==> config.mk <==
export PLATFORM = sky130hd
export DESIGN_NAME = memory_bus_arbiter
export DESIGN_NICKNAME = d
export VERILOG_FILES = /design/src/rtl/memory_bus_arbiter.sv
export SDC_FILE = /design/constraint.sdc
export NUM_CORES = 1
export LEC_CHECK = 0
export BUFFER_PORTS_ARGS = -buffer_cell sky130_fd_sc_hd__buf_2
export CAP_MARGIN = 20
export CORE_AREA = 2 2 123 125
export DETAILED_ROUTE_END_ITERATION = 7
export DIE_AREA = 0 0 125 127
export PLACE_DENSITY = 0.53
export SLEW_MARGIN = 25
export SYNTH_ARGS = -nofsm -noshare
export SYNTH_HDL_FRONTEND = slang
export SYNTH_SLANG_ARGS = --single-unit
==> constraint.sdc <==
create_clock -name i_clock -period 1.83 [get_ports i_clock]
set_input_delay 0.0915 -clock i_clock [delete_from_list [all_inputs] [get_ports i_clock]]
set_output_delay 0.0915 -clock i_clock [all_outputs]
set_load 0.01 [all_outputs]
==> src/rtl/memory_bus_arbiter.sv <==
// Two-master arbiter for the shared core memory bus. Master 0 is the core memory port,
// master 1 the DMA/debug loader. Grants are registered and held for a whole transaction;
// the payload is passed through combinationally. A per-transaction watchdog aborts
// transactions that never see bus_ready.
// Optional feature: define ARBITER_ROUND_ROBIN_EN for round-robin resolution of
// simultaneous requests. Without it, master 0 always wins.
module memory_bus_arbiter #(
    parameter int unsigned TIMEOUT_CYCLES = 255,
    parameter int unsigned TIMEOUT_WIDTH  = 8
) (
    input  logic        i_clock,
    input  logic        i_reset,
    input  logic [31:0] i_m0_address,
    input  logic [31:0] i_m0_write_data,
    input  logic [3:0]  i_m0_byte_enable,
    input  logic        i_m0_read_enable,
    input  logic        i_m0_write_enable,
    output logic [31:0] o_m0_read_data,
    output logic        o_m0_ready,
    input  logic [31:0] i_m1_address,
    input  logic [31:0] i_m1_write_data,
    input  logic [3:0]  i_m1_byte_enable,
    input  logic        i_m1_read_enable,
    input  logic        i_m1_write_enable,
    output logic [31:0] o_m1_read_data,
    output logic        o_m1_ready,
    output logic [31:0] o_bus_address,
    output logic [31:0] o_bus_write_data,
    output logic [3:0]  o_bus_byte_enable,
    output logic        o_bus_read_enable,
    output logic        o_bus_write_enable,
    input  logic [31:0] i_bus_read_data,
    input  logic        i_bus_ready,
    output logic [1:0]  o_grant,
    output logic        o_bus_timeout
);

    typedef enum logic [1:0] {StIdle, StBusy0, StBusy1} state_e;

    // A zero TIMEOUT_CYCLES disables the watchdog entirely.
    localparam bit WdogEn = (TIMEOUT_CYCLES != 0);
    localparam logic [TIMEOUT_WIDTH-1:0] TimeoutLast =
        TIMEOUT_WIDTH'((TIMEOUT_CYCLES == 0) ? 0 : TIMEOUT_CYCLES - 1);

    state_e                   r_state;
    logic [1:0]               r_grant;
    logic                     r_last_owner;
    logic [TIMEOUT_WIDTH-1:0] r_count;

    logic w_m0_req;
    logic w_m1_req;
    logic w_owner_req;
    logic w_timeout;
    logic w_pick_m1;

    assign w_m0_req = i_m0_read_enable | i_m0_write_enable;
    assign w_m1_req = i_m1_read_enable | i_m1_write_enable;

    // Request line of the current owner; 0 when idle.
    always_comb begin
        w_owner_req = 1'b0;
        case (r_state)
            StBusy0: w_owner_req = w_m0_req;
            StBusy1: w_owner_req = w_m1_req;
            default: w_owner_req = 1'b0;
        endcase
    end

    // Abort only a still-requesting owner; bus_ready in the same cycle wins.
    assign w_timeout = WdogEn && (r_state != StIdle) && w_owner_req && !i_bus_ready &&
                       (r_count == TimeoutLast);

    // Contention resolution while idle.
`ifdef ARBITER_ROUND_ROBIN_EN
    assign w_pick_m1 = w_m1_req && (!w_m0_req || (r_last_owner == 1'b0));
`else
    assign w_pick_m1 = w_m1_req && !w_m0_req;
`endif

    // State, grant, fairness history and watchdog counter.
    always_ff @(posedge i_clock) begin
        if (i_reset) begin
            r_state      <= StIdle;
            r_grant      <= 2'b00;
            r_last_owner <= 1'b1;
            r_count      <= '0;
        end else begin
            case (r_state)
                StIdle: begin
                    r_count <= '0;
                    if (w_pick_m1) begin
                        r_state <= StBusy1;
                        r_grant <= 2'b10;
                    end else if (w_m0_req) begin
                        r_state <= StBusy0;
                        r_grant <= 2'b01;
                    end
                end
                StBusy0, StBusy1: begin
                    if (!w_owner_req) begin
                        // Owner walked away: abandon without a completion.
                        r_state <= StIdle;
                        r_grant <= 2'b00;
                    end else if (i_bus_ready || w_timeout) begin
                        r_state      <= StIdle;
                        r_grant      <= 2'b00;
                        r_last_owner <= (r_state == StBusy1);
                    end else begin
                        r_count <= r_count + TIMEOUT_WIDTH'(1);
                    end
                end
                default: begin
                    r_state <= StIdle;
                    r_grant <= 2'b00;
                end
            endcase
        end
    end

    // Payload pass-through and completion signalling for the owner only.
    always_comb begin
        o_bus_address      = '0;
        o_bus_write_data   = '0;
        o_bus_byte_enable  = '0;
        o_bus_read_enable  = 1'b0;
        o_bus_write_enable = 1'b0;
        o_m0_read_data     = '0;
        o_m1_read_data     = '0;
        o_m0_ready         = 1'b0;
        o_m1_ready         = 1'b0;
        case (r_state)
            StBusy0: begin
                o_bus_address      = i_m0_address;
                o_bus_write_data   = i_m0_write_data;
                o_bus_byte_enable  = i_m0_byte_enable;
                o_bus_read_enable  = i_m0_read_enable;
                o_bus_write_enable = i_m0_write_enable;
                o_m0_read_data     = w_timeout ? 32'h0 : i_bus_read_data;
                o_m0_ready         = w_owner_req & (i_bus_ready | w_timeout);
            end
            StBusy1: begin
                o_bus_address      = i_m1_address;
                o_bus_write_data   = i_m1_write_data;
                o_bus_byte_enable  = i_m1_byte_enable;
                o_bus_read_enable  = i_m1_read_enable;
                o_bus_write_enable = i_m1_write_enable;
                o_m1_read_data     = w_timeout ? 32'h0 : i_bus_read_data;
                o_m1_ready         = w_owner_req & (i_bus_ready | w_timeout);
            end
            default: begin
            end
        endcase
    end

    assign o_grant       = r_grant;
    assign o_bus_timeout = w_timeout;

endmodule

==> summary.txt, run 1 <==
Drt
  • Count of unresolved DRC violations after routing: 0
  • Post-Route WL: 11800 um
  • Total via count in the routed design: 3534
  • Average detailed-routed wire length per instance: 14.5 um
  • Number of search-and-repair iterations in the first detailed-routing pass: 4
  • DR iter-0 viols: 113
  • Avg Vias per Cell: 4.34
  • Final antenna-violating net count: 0

Die
  • Number of I/O pins: approximately 310
  • Floorplan die height: 127 um
  • Total die area: 15900 um2
  • Core region area: 14400 um2
  • Number of standard-cell rows in the floorplan: 44
  • Initial core utilization: 0.140
  • X dimension of the die: 125 um

Setup path
  • Data arrival time at the worst-slack endpoint: 1.94 ns
  • Capturing element type of the critical path: primary output
  • Critical setup path kind: flop to primary output
  • CP required: around 1.7 ns
  • Critical-path maximum fanout: 32
  • Type of origin of the critical path: flop
  • Number of cell instances on the worst register-to-register path: 7

Final layout
  • Net count, final: 814
  • Area grow syn2layout: 117%
  • Leading cell types in the layout, fill and taps excluded: buf_2, nor2_1, a22oi_1
  • Antenna diodes: 0
  • Most common cell after layout, fill and taps aside: buf_2
  • Final Core Density: 0.304
  • Fraction of layout cells with a size suffix above 1: 0.613

Yosys
  • Sequential area share after synthesis: 0.0989
  • Top-area cell type share of the netlist area: 0.260
  • Post-synthesis area per instance: 6.41 um2
  • Synthesized net count: 497
  • Synth warn: 0
  • Synthesized cell area: 2020 um2
  • Leading post-synthesis cells by cell area: a22oi_1, and2_1, nor2_1
  • Dominant cell type by area after synthesis: a22oi_1
  • Netlist cell types: 38
  • Number of enable flip-flop cells after synthesis: 0
  • Post-synthesis instance total: about 320
  • Flops & latches, synth: 10
  • Main flop type after synthesis: dfxtp_1
  • Ys async rst share: 0

Global routing
  • Met2 track demand over resource: 0.230
  • Wire length of the first global-routing pass: 17300 um
  • Gr busiest metal: met2
  • Aggregate global-route resource usage: 0.131
  • Number of antenna violations at the first check in global routing: 0
  • Vias in the first global route: 3269
  • Pin count of the biggest net entering global routing: 44
  • Global Route met3 Usage: 0.0230
  • Global route overflow: 0
  • Met1 track demand over resource in global routing: 0.167

Placed design
  • DP Wirelength: 9160 um
  • # port buffers: 313
  • Placer congestion estimate: 0.813
  • Post-Place Worst Slack: -0.0398 ns

STA
  • Worst slew margin relative to its limit: 0.742
  • Worst Max-Slew Pin Slew: 0.382 ns
  • Final worst clock skew: 0.00100 ns
  • Fmax: 0.492 GHz
  • Fin crit period: 2.03 ns
  • Number of hold-slack violations in the final timing report: 0
  • Final count of negative-setup-slack endpoints: 73
  • Crit path setup slack, layout: -0.202 ns
  • RSZ-0062 raised after global routing: true
  • Worst hold slack: 0.197 ns
  • Share of the cycle needed by the critical path after routing: 1.11
  • Number of pins with negative max-slew slack in the final report: 0

Clocking
  • CTS tree: built
  • Inserted Clock Buffers: 3
  • Skew-Pair Late Insertion Delay: 0.24 ns
  • Clock sink total: 10
  • Clk pin slew, worst setup/hold paths: 0.04 ns
  • Clk buf depth: 2
  • Hold Buf Count CTS: 0
  • H-tree depth reported by CTS: 1
  • Root buf cell: clkbuf_16

Min path
  • Path class of the lowest-slack min-delay path: primary input to flop
  • Number of cells traversed by the worst hold path: 2

Power
  • Post-route total power: about 1800 uW
  • Maximum resistive drop on vdd: 0.197 mV
  • Power per unit of standard cell area: 403 nW/um2
  • Leakage dissipation: 0.00233 uW

Run status
  • Failing checks: negative setup slack
  • Result of the run: finished with violations

Flow run
  • MaxCap Viol Count: 0
==> registers in the layout, summed over array words and instances, names as in the netlist <==
register / count
r_count: 8
o_grant: 2
==> timing repair <==
item | 4_1_cts | 5_1_grt
setup endpoints to repair | 135 | 114
resized for setup | 34 | 38
pin swaps | 7 | 12
endpoints found under the hold margin | 0 | 0
cloned | 2 | 1
setup buffers | 9 | 4
==> cell families after synthesis <==
group                    after synthesis  synth area share
AO/OA/AOI/OAI                        103             0.383
adder cells (fa/ha/maj)                6            0.0371
buffers and inverters                 39            0.0816
flip-flops                            10            0.0989
AND/OR/NAND/NOR                      158             0.399
==> layout make-up <==
type	count	area, um2
clock buffers	3	75.1
fillers	1635	10000
inverters	6	32.5
multi-input cells	267	1790
flip-flops and latches	10	209
well taps	184	230
repair buffers	345	2040
==> worst paths after layout <==
check                  start                 end  slack [ns]
hold reg to reg   r_count[5]          r_count[5]        0.49
setup / recovery  o_grant[1]  o_m1_read_data[30]       -0.20
setup reg to reg  o_grant[1]          r_count[4]       -0.11
hold / removal       i_reset          r_count[0]        0.20
==> cell usage after synthesis, types with 4 or more instances <==
library cell  count
o211ai_1          4
nand3_1           4
ha_1              6
nand2_1           5
inv_1             6
clkbuf_1         30
dfxtp_1          10
and2_1           66
nor2_1           72
a22oi_1          70
a21oi_1           6
==> power breakdown <==
group	switching, uW	total (uW)	internal (uW)
Combinational	585	1150	566
Sequential	6.69	230	224
Clock	103	387	284
==> through the flow <==
| step | cells | area, um2 | TNS (ns) |
|---|---|---|---|
| after floorplan | 316 | 2030 | 0 |
| after detailed placement | 799 | 3880 | -0.248 |
| final | 815 | 4380 | -8.62 |
| after global placement | 799 | 3880 | -0.0951 |
| after CTS | 813 | 4240 | -11.37 |
| after global routing | 815 | 4380 | -17.48 |
==> worst max-delay path, cell delays in order (launching register included) <==
cell      delay (ns)
dfxtp_4         0.35
inv_4           0.08
ha_2            0.18
o21ai_2         0.09
a211oi_4        0.30
buf_4           0.18
a21boi_4        0.06
buf_12          0.15
and2_1          0.17
buf_2           0.14
==> metal layers <==
layer	vias to the layer above	share of wire
li1	1771	-
met5	-	0
met3	14	0.057
met1	1587	0.41
met4	0	0.023
met2	162	0.51
(Power assumes the default switching activity.)
==> run 2, diff against run 1 <==
--- a/config.mk
+++ b/config.mk
@@ -7,9 +7,9 @@
 export LEC_CHECK = 0
 export BUFFER_PORTS_ARGS = -buffer_cell sky130_fd_sc_hd__buf_2
 export CAP_MARGIN = 20
-export CORE_AREA = 2 2 123 125
+export CORE_AREA = 2 2 121 123
 export DETAILED_ROUTE_END_ITERATION = 7
-export DIE_AREA = 0 0 125 127
+export DIE_AREA = 0 0 123 125
 export PLACE_DENSITY = 0.53
 export SLEW_MARGIN = 25
 export SYNTH_ARGS = -nofsm -noshare
==> constraint.sdc (replaced) <==
create_clock -name i_clock -period 2.22 [get_ports i_clock]
set_input_delay 0.111 -clock i_clock [delete_from_list [all_inputs] [get_ports i_clock]]
set_output_delay 0.111 -clock i_clock [all_outputs]
set_load 0.01 [all_outputs]
==> summary.txt, run 2 (synthesized netlist as in run 1, its figures left out) <==
Run status
  • Result of the run: finished clean (was finished with violations)

Drt
  • Post-Route WL: 11100 um (was 11800 um)
  • Avg Vias per Cell: 4.33 (was 4.34)
  • Average detailed-routed wire length per instance: 13.8 um (was 14.5 um)
  • Number of search-and-repair iterations in the first detailed-routing pass: 6 (was 4)
  • DR iter-0 viols: 166 (was 113)
  • Total via count in the routed design: 3476 (was 3534)
  • Count of unresolved DRC violations after routing: 0 (unchanged)
  • Final antenna-violating net count: 0 (unchanged)

Final layout
  • Final std cell area, no fill: 4030 um2 (was 4380 um2)
  • Area grow syn2layout: 99.3% (was 117%)
  • Most flop-heavy register: r_count (unchanged)
  • Leading cell types in the layout, fill and taps excluded: buf_2, nor2_1, a22oi_1 (unchanged)
  • Most common cell after layout, fill and taps aside: buf_2 (unchanged)
  • Fraction of layout cells with a size suffix above 1: 0.561 (was 0.613)
  • Antenna diodes: 0 (unchanged)
  • Final Core Density: 0.284 (was 0.304)
  • Net count, final: 801 (was 814)
  • Fill cells: 1606 (was 1635)
  • Max FFs per register: 8 (unchanged)

Setup path
  • Data arrival time at the worst-slack endpoint: 2.02 ns (was 1.94 ns)
  • Delay contributed by the slowest stage of the critical path: 0.31 ns (was 0.35 ns)
  • Startpoint of the worst-slack reg-to-reg timing path: o_grant[1] (unchanged)
  • Cell with the biggest individual delay on the critical path: dfxtp_1 (was dfxtp_4)
  • Internal reg-to-reg setup slack: 0.18 ns (was -0.11 ns)
  • Cell-by-cell listing of the critical path: inv_1 -> buf_4 -> ha_2 -> o21ai_2 -> a211oi_4 -> buf_12 -> a21boi_4 -> buf_12 -> and2_1 -> buf_2 (was inv_4 -> ha_2 -> o21ai_2 -> a211oi_4 -> buf_4 -> a21boi_4 -> buf_12 -> and2_1 -> buf_2)
  • CP required: 2.11 ns (was 1.74 ns)
  • Top Family by Delay on Critical Path: buffers and inverters (unchanged)
  • Crit path buf inv count: 5 (was 4)
  • Type of origin of the critical path: flop (unchanged)
  • Critical-path maximum fanout: 15 (was 32)
  • Number of cell instances on the worst register-to-register path: 7 (unchanged)
  • Critical setup path kind: flop to primary output (unchanged)
  • Reg-to-reg critical path endpoint: r_count[4] (unchanged)
  • Capturing element type of the critical path: primary output (unchanged)
  • Critical Path Most Common Cell: buf_12

Placed design
  • # port buffers: 313 (unchanged)
  • Placer congestion estimate: 0.805 (was 0.813)
  • DP Wirelength: 8710 um (was 9160 um)
  • Placed Area: 3780 um2 (was 3880 um2)

Power
  • Internal power: 794 uW (was 1070 uW)
  • Share of power burned in combinational logic: 0.619 (was 0.651)
  • Clock power frac: 0.241 (was 0.219)
  • Maximum resistive drop on vdd: 0.168 mV (was 0.197 mV)
  • Post-route total power: 1340 uW (was 1770 uW)
  • Switching power: 542 uW (was 695 uW)
  • Register share of total power: 0.140 (was 0.130)
  • Power per unit of standard cell area: 331 nW/um2 (was 403 nW/um2)
  • Sw Share: 0.406 (was 0.393)
  • Leakage dissipation: 0.00220 uW (was 0.00233 uW)

STA
  • Share of the cycle needed by the critical path after routing: 0.958
  • Worst hold slack: 0.200 ns (was 0.197 ns)
  • Setup TNS: 0 ns (was -8.62 ns)
  • Final worst clock skew: 0.00135 ns (was 0.00100 ns)
  • Fin crit period: 2.13 ns
  • Number of pins with negative max-slew slack in the final report: 0 (unchanged)
  • Worst slew margin relative to its limit: 0.637 (was 0.742)
  • Final count of negative-setup-slack endpoints: 0 (was 73)
  • Worst Max-Slew Pin Slew: 0.545 ns (was 0.382 ns)
  • Fmax: 0.470 GHz
  • Number of hold-slack violations in the final timing report: 0 (unchanged)
  • RSZ-0062 raised after global routing: true (unchanged)

Flow run
  • MaxCap Viol Count: 0 (unchanged)

Die
  • Number of standard-cell rows in the floorplan: 44 (unchanged)
  • Total die area: 15400 um2 (was 15900 um2)
  • Core region area: 14200 um2 (was 14400 um2)
  • Initial core utilization: 0.143 (was 0.140)
  • Number of I/O pins: 314 (unchanged)
  • Floorplan die height: 125 um (was 127 um)
  • X dimension of the die: 123 um (was 125 um)

Clocking
  • Skew-Pair Late Insertion Delay: 0.24 ns (about the same)
  • Clk pin slew, worst setup/hold paths: 0.04 ns (about the same)
  • Root buf cell: clkbuf_16 (unchanged)
  • CTS tree: built (unchanged)
  • Inserted Clock Buffers: 3 (unchanged)
  • Clk buf depth: 2 (unchanged)
  • H-tree depth reported by CTS: 1 (unchanged)
  • Clock sink total: 10 (unchanged)

Global routing
  • Global route overflow: 0 (unchanged)
  • Pin count of the biggest net entering global routing: 72 (was 44)
  • Global Route met3 Usage: 0.0151 (was 0.0230)
  • Met1 track demand over resource in global routing: 0.169 (was 0.167)
  • Wire length of the first global-routing pass: 15900 um (was 17300 um)
  • Number of antenna violations at the first check in global routing: 0 (unchanged)
  • Met2 track demand over resource: 0.217 (was 0.230)
  • Vias in the first global route: 3052 (was 3269)
  • Gr busiest metal: met2 (unchanged)
  • Aggregate global-route resource usage: 0.125 (was 0.131)

Min path
  • Number of cells traversed by the worst hold path: 2 (unchanged)
  • Hold_sp: i_reset (unchanged)
  • End of the worst hold path: r_count[4] (was r_count[0])
  • Path class of the lowest-slack min-delay path: primary input to flop (unchanged)
run 2: cell types whose count changed in the layout (fill, tap and decap cells not counted), sizes merged:
cell,delta
buf,-14
clkbuf,-1
a21boi,+2
run 2: how the worst max path moves through the flow:
| stage | start | endpoint | slack, ns | cells after the start |
|---|---|---|---|---|
| 2_1_floorplan | o_grant[0] | r_count[3] | 0.37 | 7 |
| 3_3_place_gp | o_grant[1] | o_m1_read_data[3] | -0.08 | 7 |
| 3_5_place_dp | o_grant[1] | o_m1_read_data[9] | -0.11 | 7 |
| 4_1_cts | o_grant[1] | o_m1_read_data[31] | -0.05 | 7 |
| 5_1_grt | o_grant[0] | o_m1_read_data[9] | -0.02 | 9 |
| 6_report | o_grant[0] | o_m1_read_data[3] | 0.09 | 10 |
run 2: worst reg2reg max path: cells and delay by family (launching register included):
family	cells	cell delay (ns)
compound gates	3	0.66
simple gates	1	0.49
flops	1	0.32
buf+inv	2	0.29
fa+ha+maj	1	0.21
run 2: final cells by class:
cell class              count  area [um2]  area share
clock buffers               3        75.1      0.0186
repair buffers            330        1770       0.440
flip-flops and latches     10         200      0.0496
multi-input cells         269        1730       0.429
inverters                   6        22.5     0.00558
well taps                 184         230      0.0571
run 2: what timing repair did:
action,in CTS,in global routing
pin swaps,43,5
buffers inserted,0,5
setup endpoints to repair,106,136
cloned,0,2
resized for setup,4,8
hold buffers,0,0
run 2: layer usage:
layer  vias to the layer above  part of all wire
li1                       1746                 -
met1                      1554              0.42
met2                       166              0.51
met3                        10             0.062
met4                         0             0.011
met5                         -                 0
run 2: power by group through the flow:
stage	Clock (uW)	Combinational, uW	Sequential [uW]
2_1_floorplan	0	402	192
3_3_place_gp	0	775	189
3_5_place_dp	0	775	190
4_1_cts	331	784	186
5_1_grt	336	913	187
6_report	322	828	186
run 2: stage by stage:
| step | setup slack (ns) | instances |
|---|---|---|
| after floorplan | 0.367 | 316 |
| after CTS | -0.0473 | 795 |
| after global routing | -0.0188 | 802 |
| final | 0.0926 | 802 |
| after global placement | -0.0834 | 792 |
| after detailed placement | -0.111 | 792 |
